--- config.mk ---
export PLATFORM = sky130hd
export DESIGN_NAME = ahb_param_arbiter_flat
export DESIGN_NICKNAME = d
export VERILOG_FILES = /design/src/rtl/integration_pkg.sv /design/src/rtl/ahb_param_arbiter_if.sv /design/src/rtl/ahb_arb_picker.sv /design/src/rtl/ahb_param_arbiter.sv /design/src/flat_wrapper.sv
export SDC_FILE = /design/constraint.sdc
export NUM_CORES = 1
export LEC_CHECK = 0
export CAP_MARGIN = 0
export CORE_MARGIN = 2
export CORE_UTILIZATION = 38
export DETAILED_ROUTE_END_ITERATION = 12
export GPL_TIMING_DRIVEN = 0
export PLACE_DENSITY = 0.72
export SYNTH_ARGS = -nofsm -noshare
export SYNTH_HDL_FRONTEND = slang
export SYNTH_SLANG_ARGS = --single-unit
--- constraint.sdc ---
create_clock -name hclk -period 1.16 [get_ports hclk]
set_input_delay 0.232 -clock hclk [delete_from_list [all_inputs] [get_ports hclk]]
set_output_delay 0.232 -clock hclk [all_outputs]
set_load 0.01 [all_outputs]
--- src/rtl/integration_pkg.sv ---
// Shared AHB arbitration types and widths for the parametrised arbiter slice.
package integration_pkg;

    localparam int unsigned HMASTER_W = 4;
    localparam int unsigned BEAT_W    = 8;

    typedef enum logic [1:0] {
        IDLE   = 2'd0,
        BUSY   = 2'd1,
        NONSEQ = 2'd2,
        SEQ    = 2'd3
    } htrans_e;

    typedef enum logic {
        ARB_FIXED = 1'b0,
        ARB_RR    = 1'b1
    } arb_mode_e;

    // Only NONSEQ and SEQ move data and count towards a tenure.
    function automatic logic is_data_beat(htrans_e t);
        return (t == NONSEQ) || (t == SEQ);
    endfunction

endpackage

--- src/rtl/ahb_param_arbiter_if.sv ---
// Request/grant bundle between AHB masters and the arbiter.
interface ahb_param_arbiter_if
    import integration_pkg::*;
#(
    parameter int unsigned NUM_MASTERS = 4
);
    logic [NUM_MASTERS-1:0] hbusreq;
    logic [NUM_MASTERS-1:0] hlock;
    htrans_e                htrans;
    logic                   hready;
    logic [NUM_MASTERS-1:0] hgrant;
    logic [HMASTER_W-1:0]   hmaster;
    logic                   hmastlock;

    modport master (
        output hbusreq, hlock, htrans, hready,
        input  hgrant, hmaster, hmastlock
    );

    modport slave (
        input  hbusreq, hlock, htrans, hready,
        output hgrant, hmaster, hmastlock
    );
endinterface

--- src/rtl/ahb_arb_picker.sv ---
// Combinational winner search: lowest index (fixed) or first requester from start upward (round-robin).
module ahb_arb_picker
    import integration_pkg::*;
#(
    parameter int unsigned NUM_MASTERS = 4
) (
    input  logic [NUM_MASTERS-1:0] req,
    input  logic [HMASTER_W-1:0]   start,
    input  arb_mode_e              mode,
    output logic [HMASTER_W-1:0]   winner,
    output logic                   valid
);
    localparam int unsigned N = NUM_MASTERS;

    logic [HMASTER_W-1:0] base;
    logic [2*N-1:0]       dbl;
    logic [N-1:0]         rot;

    // Rotate the request vector so bit 0 is the first candidate in search order.
    assign base = (mode == ARB_RR) ? HMASTER_W'(32'(start) % N) : '0;
    assign dbl  = {req, req};
    assign rot  = N'(dbl >> base);

    always_comb begin
        winner = '0;
        valid  = 1'b0;
        for (int k = int'(N) - 1; k >= 0; k--) begin
            if (rot[k]) begin
                winner = HMASTER_W'((32'(base) + 32'(k)) % N);
                valid  = 1'b1;
            end
        end
    end

endmodule

--- src/rtl/ahb_param_arbiter.sv ---
// AHB arbiter for 2..16 masters: fixed-priority or round-robin with burst limit, lock hold
// and a default master; grant and handover registers update only on hready edges.
module ahb_param_arbiter
    import integration_pkg::*;
#(
    parameter int unsigned NUM_MASTERS    = 4,
    parameter int unsigned MODE           = 0,
    parameter int unsigned DEFAULT_MASTER = NUM_MASTERS - 1,
    parameter logic [7:0]  BURST_LIMIT    = 8'd0
) (
    input logic                hclk,
    input logic                hreset,
    ahb_param_arbiter_if.slave bus
);
    localparam int unsigned          N         = NUM_MASTERS;
    localparam arb_mode_e            ARB_MODE  = (MODE == 1) ? ARB_RR : ARB_FIXED;
    localparam logic [HMASTER_W-1:0] DEF_IDX   = HMASTER_W'(DEFAULT_MASTER);
    localparam logic [N-1:0]         DEF_GRANT = N'(1) << DEFAULT_MASTER;
    localparam logic [BEAT_W-1:0]    BEAT_MAX  = '1;

    if (NUM_MASTERS < 2 || NUM_MASTERS > 16) begin : g_bad_num_masters
        $error("ahb_param_arbiter: NUM_MASTERS must be within 2..16");
    end
    if (MODE > 1) begin : g_bad_mode
        $error("ahb_param_arbiter: MODE must be 0 or 1");
    end
    if (DEFAULT_MASTER >= NUM_MASTERS) begin : g_bad_default
        $error("ahb_param_arbiter: DEFAULT_MASTER must be below NUM_MASTERS");
    end

    logic [N-1:0]         grant_q;
    logic [HMASTER_W-1:0] gidx_q;
    logic [HMASTER_W-1:0] hmaster_q;
    logic                 hmastlock_q;
    logic [BEAT_W-1:0]    beat_q;

    logic                 owner_req_c;
    logic                 owner_hold_c;
    logic                 owner_hlock_c;
    logic                 under_limit_c;
    logic                 beat_inc_c;
    logic [HMASTER_W-1:0] pick_idx_c;
    logic                 pick_valid_c;
    logic [HMASTER_W-1:0] next_idx_c;
    logic [N-1:0]         next_grant_c;
    logic                 beat_clr_c;

    // Grant is one-hot, so masking with it selects the owner's request/lock bits.
    assign owner_req_c   = |(bus.hbusreq & grant_q);
    assign owner_hlock_c = |(bus.hlock & grant_q);
    assign owner_hold_c  = |(bus.hbusreq & bus.hlock & grant_q);
    assign under_limit_c = (BURST_LIMIT == 8'd0) || (beat_q < BURST_LIMIT);
    assign beat_inc_c    = is_data_beat(bus.htrans) && (hmaster_q == gidx_q);

    ahb_arb_picker #(
        .NUM_MASTERS (NUM_MASTERS)
    ) u_picker (
        .req    (bus.hbusreq),
        .start  (gidx_q + HMASTER_W'(1)),
        .mode   (ARB_MODE),
        .winner (pick_idx_c),
        .valid  (pick_valid_c)
    );

    // Next owner; a round-robin search that lands back on the owner means it is the sole requester.
    always_comb begin
        next_idx_c = gidx_q;
        beat_clr_c = 1'b0;
        if (owner_hold_c) begin
            next_idx_c = gidx_q;
        end else if (!pick_valid_c) begin
            next_idx_c = DEF_IDX;
        end else if (ARB_MODE == ARB_FIXED) begin
            next_idx_c = pick_idx_c;
        end else if (owner_req_c && under_limit_c) begin
            next_idx_c = gidx_q;
        end else begin
            next_idx_c = pick_idx_c;
            beat_clr_c = (pick_idx_c == gidx_q);
        end
        next_grant_c = N'(1) << next_idx_c;
    end

    always_ff @(posedge hclk or posedge hreset) begin
        if (hreset) begin
            grant_q     <= DEF_GRANT;
            gidx_q      <= DEF_IDX;
            hmaster_q   <= DEF_IDX;
            hmastlock_q <= 1'b0;
            beat_q      <= '0;
        end else if (bus.hready) begin
            grant_q     <= next_grant_c;
            gidx_q      <= next_idx_c;
            hmaster_q   <= gidx_q;
            hmastlock_q <= owner_hlock_c;
            if (next_idx_c != gidx_q || beat_clr_c) begin
                beat_q <= '0;
            end else if (beat_inc_c && beat_q != BEAT_MAX) begin
                beat_q <= beat_q + BEAT_W'(1);
            end
        end
    end

    assign bus.hgrant    = grant_q;
    assign bus.hmaster   = hmaster_q;
    assign bus.hmastlock = hmastlock_q;

endmodule

--- src/flat_wrapper.sv ---
// flat-port wrapper written by rule: the top's interface ports become plain ports
module ahb_param_arbiter_flat import integration_pkg::*;
#(
    parameter int unsigned NUM_MASTERS    = 4,
    parameter int unsigned MODE           = 0,
    parameter int unsigned DEFAULT_MASTER = NUM_MASTERS - 1,
    parameter logic [7:0]  BURST_LIMIT    = 8'd0
)
  (hclk, hreset, bus_hbusreq, bus_hlock, bus_htrans, bus_hready, bus_hgrant, bus_hmaster, bus_hmastlock);
  ahb_param_arbiter_if #(.NUM_MASTERS(NUM_MASTERS)) bus_i ();
  input logic hclk;
  input logic hreset;
  input wire logic [$bits(bus_i.hbusreq)-1:0] bus_hbusreq;
  input wire logic [$bits(bus_i.hlock)-1:0] bus_hlock;
  input wire logic [$bits(bus_i.htrans)-1:0] bus_htrans;
  input wire logic [$bits(bus_i.hready)-1:0] bus_hready;
  output wire logic [$bits(bus_i.hgrant)-1:0] bus_hgrant;
  output wire logic [$bits(bus_i.hmaster)-1:0] bus_hmaster;
  output wire logic [$bits(bus_i.hmastlock)-1:0] bus_hmastlock;
  assign bus_i.hbusreq = bus_hbusreq;
  assign bus_i.hlock = bus_hlock;
  assign bus_i.htrans = bus_htrans;
  assign bus_i.hready = bus_hready;
  assign bus_hgrant = bus_i.hgrant;
  assign bus_hmaster = bus_i.hmaster;
  assign bus_hmastlock = bus_i.hmastlock;
  ahb_param_arbiter #(.NUM_MASTERS(NUM_MASTERS), .MODE(MODE), .DEFAULT_MASTER(DEFAULT_MASTER), .BURST_LIMIT(BURST_LIMIT)) u_core (.hclk(hclk), .hreset(hreset), .bus(bus_i));
endmodule
==> flow_summary_export.csv <==
group,metric,value,unit
final_layout,nets,100,
setup_path,cp.arrival,1.50,ns
final_layout,fin_util,61.2,%
final_layout,regArea,332,sq um
clock_tree,hold_buffers,0,
clock_tree,clock_path_buffers,2,
setup_path,path_class,"reg -> reg",
run,maxCapViolations,0,
timing,layout_min_cycle_time,1.29,ns
setup_path,critPathMaxFanout,4,
setup_path,cp_top_family,"flip-flops",
final_layout,fillers,134,
setup_path,cp-startpoint,"u_core.bus.hgrant[1]",
logic_synthesis,avgSynthCellArea,11.5,sq um
detailed_routing,dr.pass1.iters,3,
detailed_routing,vias_per_cell,5.54,
floorplan,die_y,45.1,um
global_route,grt_pass1_vias,514,
detailed_routing,drt_iter0_markers,13,
logic_synthesis,synthArstFlopShare,100,%
floorplan,die-area,2030,sq um
detailed_routing,ant_nets,0,
timing,maxSlewHeadroom,67.7,%
timing,tightest_slew,0.484,ns
placement,numPortBuffers,19,
setup_path,rr_worst_depth,5,
timing,hold_slack,0.266,ns
timing,finalClockSkew,0.00250,ns
final_layout,multi_input_area,309,sq um
logic_synthesis,synth-edff-count,0,
setup_path,crit_required,1.36,ns
global_route,grt_first_pass_wirelength,2280,um
setup_path,crit_slowest_cell,"dfrtp_1",
logic_synthesis,synthesis.nets,69,
placement,hpwl,966,um
final_layout,antenna_cells,0,
clock_tree,cts_sinks,13,
setup_path,critical_path.endpoint_type,"flop",
setup_path,cp.buffers_inverters,1,
logic_synthesis,yosys_warnings,0,
logic_synthesis,ys.flop_type,"dfrtp_1",
clock_tree,clk_latency,0.27,ns
floorplan,row_count,14,
setup_path,crit_cells,5,
global_route,grt_max_degree,14,
logic_synthesis,seq_area_frac_synth,51.7,%
logic_synthesis,synth_area,642,sq um
setup_path,r2r-end,"u_core.gidx_q[1]",
power_and_ir_drop,powerDensity,1260,nW/um^2
global_route,grt_overflow,0,
detailed_routing,routed-via-count,565,
setup_path,regToRegStartpoint,"u_core.bus.hgrant[1]",
setup_path,cp-start-kind,"flop",
setup_path,r2r_slack,-0.13,ns
timing,period_share,111,%
timing,clock.fmax,0.774,GHz
placement,dp_worst_setup_slack,-0.551,ns
floorplan,ioPinCount,22,
power_and_ir_drop,total_power,1.19,mW
timing,setup_violations,7,
global_route,grt_usage,15.2,%
power_and_ir_drop,max-vdd-ir-drop,0.000876,V
timing,setup_slack,-0.132,ns
outcome,violations,"setup timing",
floorplan,die-width,45.1,um
clock_tree,clkTransAtPathRegs,0.08,ns
detailed_routing,wl_per_cell,14.1,um
global_route,antenna_found_initial,0,
final_layout,synthToLayoutAreaGrowth,47.0,%
clock_tree,cts_root_buf,"clkbuf_4",
final_layout,drive_gt1_share,41.9,%
clock_tree,cts_tree,"yes",
logic_synthesis,ys_ff_latch,13,
min_path,hold_class,"in -> async",
setup_path,max_stage_delay,0.40,ns
logic_synthesis,synthCells,56,
outcome,outcome,"complete, but fails checks",
timing,rsz0062_at_grt,"yes",
floorplan,start_util,41.6,%
clock_tree,htreeDepth,1,
setup_path,cp_cell_sequence,"buf_6 -> nand3_4 -> nand4_4 -> or2_4 -> mux2_4",
timing,slew_viol_final,0,
logic_synthesis,ys_types,26,
power_and_ir_drop,leakagePower,0.417,nW
timing,hold_violations,0,
placement,routabilityCongestion,0.736,
detailed_routing,post-route-drc-count,0,
floorplan,coreArea,1540,sq um
setup_path,cp-endpoint,"u_core.gidx_q[1]",
clock_tree,cts_inserted_buffers,3,
detailed_routing,wl,1440,um
cells in the mapped netlist, types with 2 or more instances:
master / number / area share [%]
a22oi_1: 2 / 2.3
o221ai_1: 2 / 2.7
dfstp_2: 5 / 20
dfrtp_1: 8 / 31
mux2_2: 3 / 5.3
inv_1: 4 / 2.3
nand4_1: 2 / 1.9
nand3_2: 4 / 6.2
nand3_1: 2 / 1.6
and2_1: 3 / 2.9
nand2_1: 3 / 1.8
nor2_1: 4 / 2.3
logic make-up after synthesis:
logic type,Yosys count,share of synthesized area (%)
and+or+nand+nor,23,24.4
DFF,13,51.7
AOI/OAI and AO/OA,11,13.3
buffers and inverters,5,3.12
muxes,4,7.60
power breakdown:
part	total, mW	switching, mW	internal (mW)	leakage, nW
sequential	0.562	0.0394	0.523	0.158
clock	0.278	0.145	0.133	0.0150
combinational	0.353	0.153	0.200	0.244
cell type report:
| type | instances | area share, % |
|---|---|---|
| repair buffers | 26 | 24.8 |
| plain buffers | 1 | 0.796 |
| inverters | 4 | 1.59 |
| multi-input cells | 38 | 32.8 |
| well taps | 16 | 2.12 |
| flip-flops and latches | 13 | 35.1 |
| clock buffers | 4 | 2.79 |
state kept, by name (all words and copies together) (netlist names):
register	count
u_core.bus.hmaster	4
u_core.bus.hgrant	4
u_core.bus.hmastlock	1
u_core.gidx_q	4
cell usage in the layout (no fill, tap or decap), types with 3 or more instances in the layout:
cell	count
dfrtp_1	8
buf_6	6
nand3_2	4
and2_1	3
inv_1	4
dlygate4sd2_1	3
buf_4	5
clkdlybuf4s50_1	7
nor2_1	4
clkbuf_4	3
dfstp_2	5
nand2_1	3
mux2_2	3
repair_timing:
action / 4_1_cts / 5_1_grt
setup endpoints to repair: 17 / 15
pin swaps: 3 / 4
buffers inserted: 6 / 1
gates resized for setup: 37 / 7
per-stage QoR:
| step | area [sq um] | setup TNS (ns) | cells |
|---|---|---|---|
| 2_1_floorplan | 642 | -0.255 | 56 |
| 3_3_place_gp | 852 | -4.57 | 91 |
| 3_5_place_dp | 852 | -4.49 | 91 |
| 4_1_cts | 933 | -0.483 | 101 |
| 5_1_grt | 943 | -0.834 | 102 |
| 6_report | 943 | -0.407 | 102 |
worst min path at each step:
stage / from / end / slack [ns] / cells past startpoint
3_5_place_dp: u_core.bus.hmaster[2] / u_core.bus.hmaster[2] / 0.50 / 1
5_1_grt: hreset / u_core.bus.hmaster[3] / 0.32 / 2
2_1_floorplan: hreset / u_core.bus.hgrant[0] / 0.11 / 1
6_report: hreset / u_core.bus.hmaster[3] / 0.27 / 2
3_3_place_gp: u_core.bus.hmaster[2] / u_core.bus.hmaster[2] / 0.49 / 1
4_1_cts: hreset / u_core.bus.hmaster[3] / 0.28 / 2
routing by layer:
| layer | global-route usage (%) | routed length [um] | vias up |
|---|---|---|---|
| met4 | 3.53 | 14 | 0 |
| met5 | 0 | 0 | - |
| met2 | 25.1 | 659 | 19 |
| met1 | 20.5 | 662 | 278 |
| li1 | - | - | 266 |
| met3 | 3.20 | 104 | 2 |
Note: power is estimated with default switching activity, not from simulation.
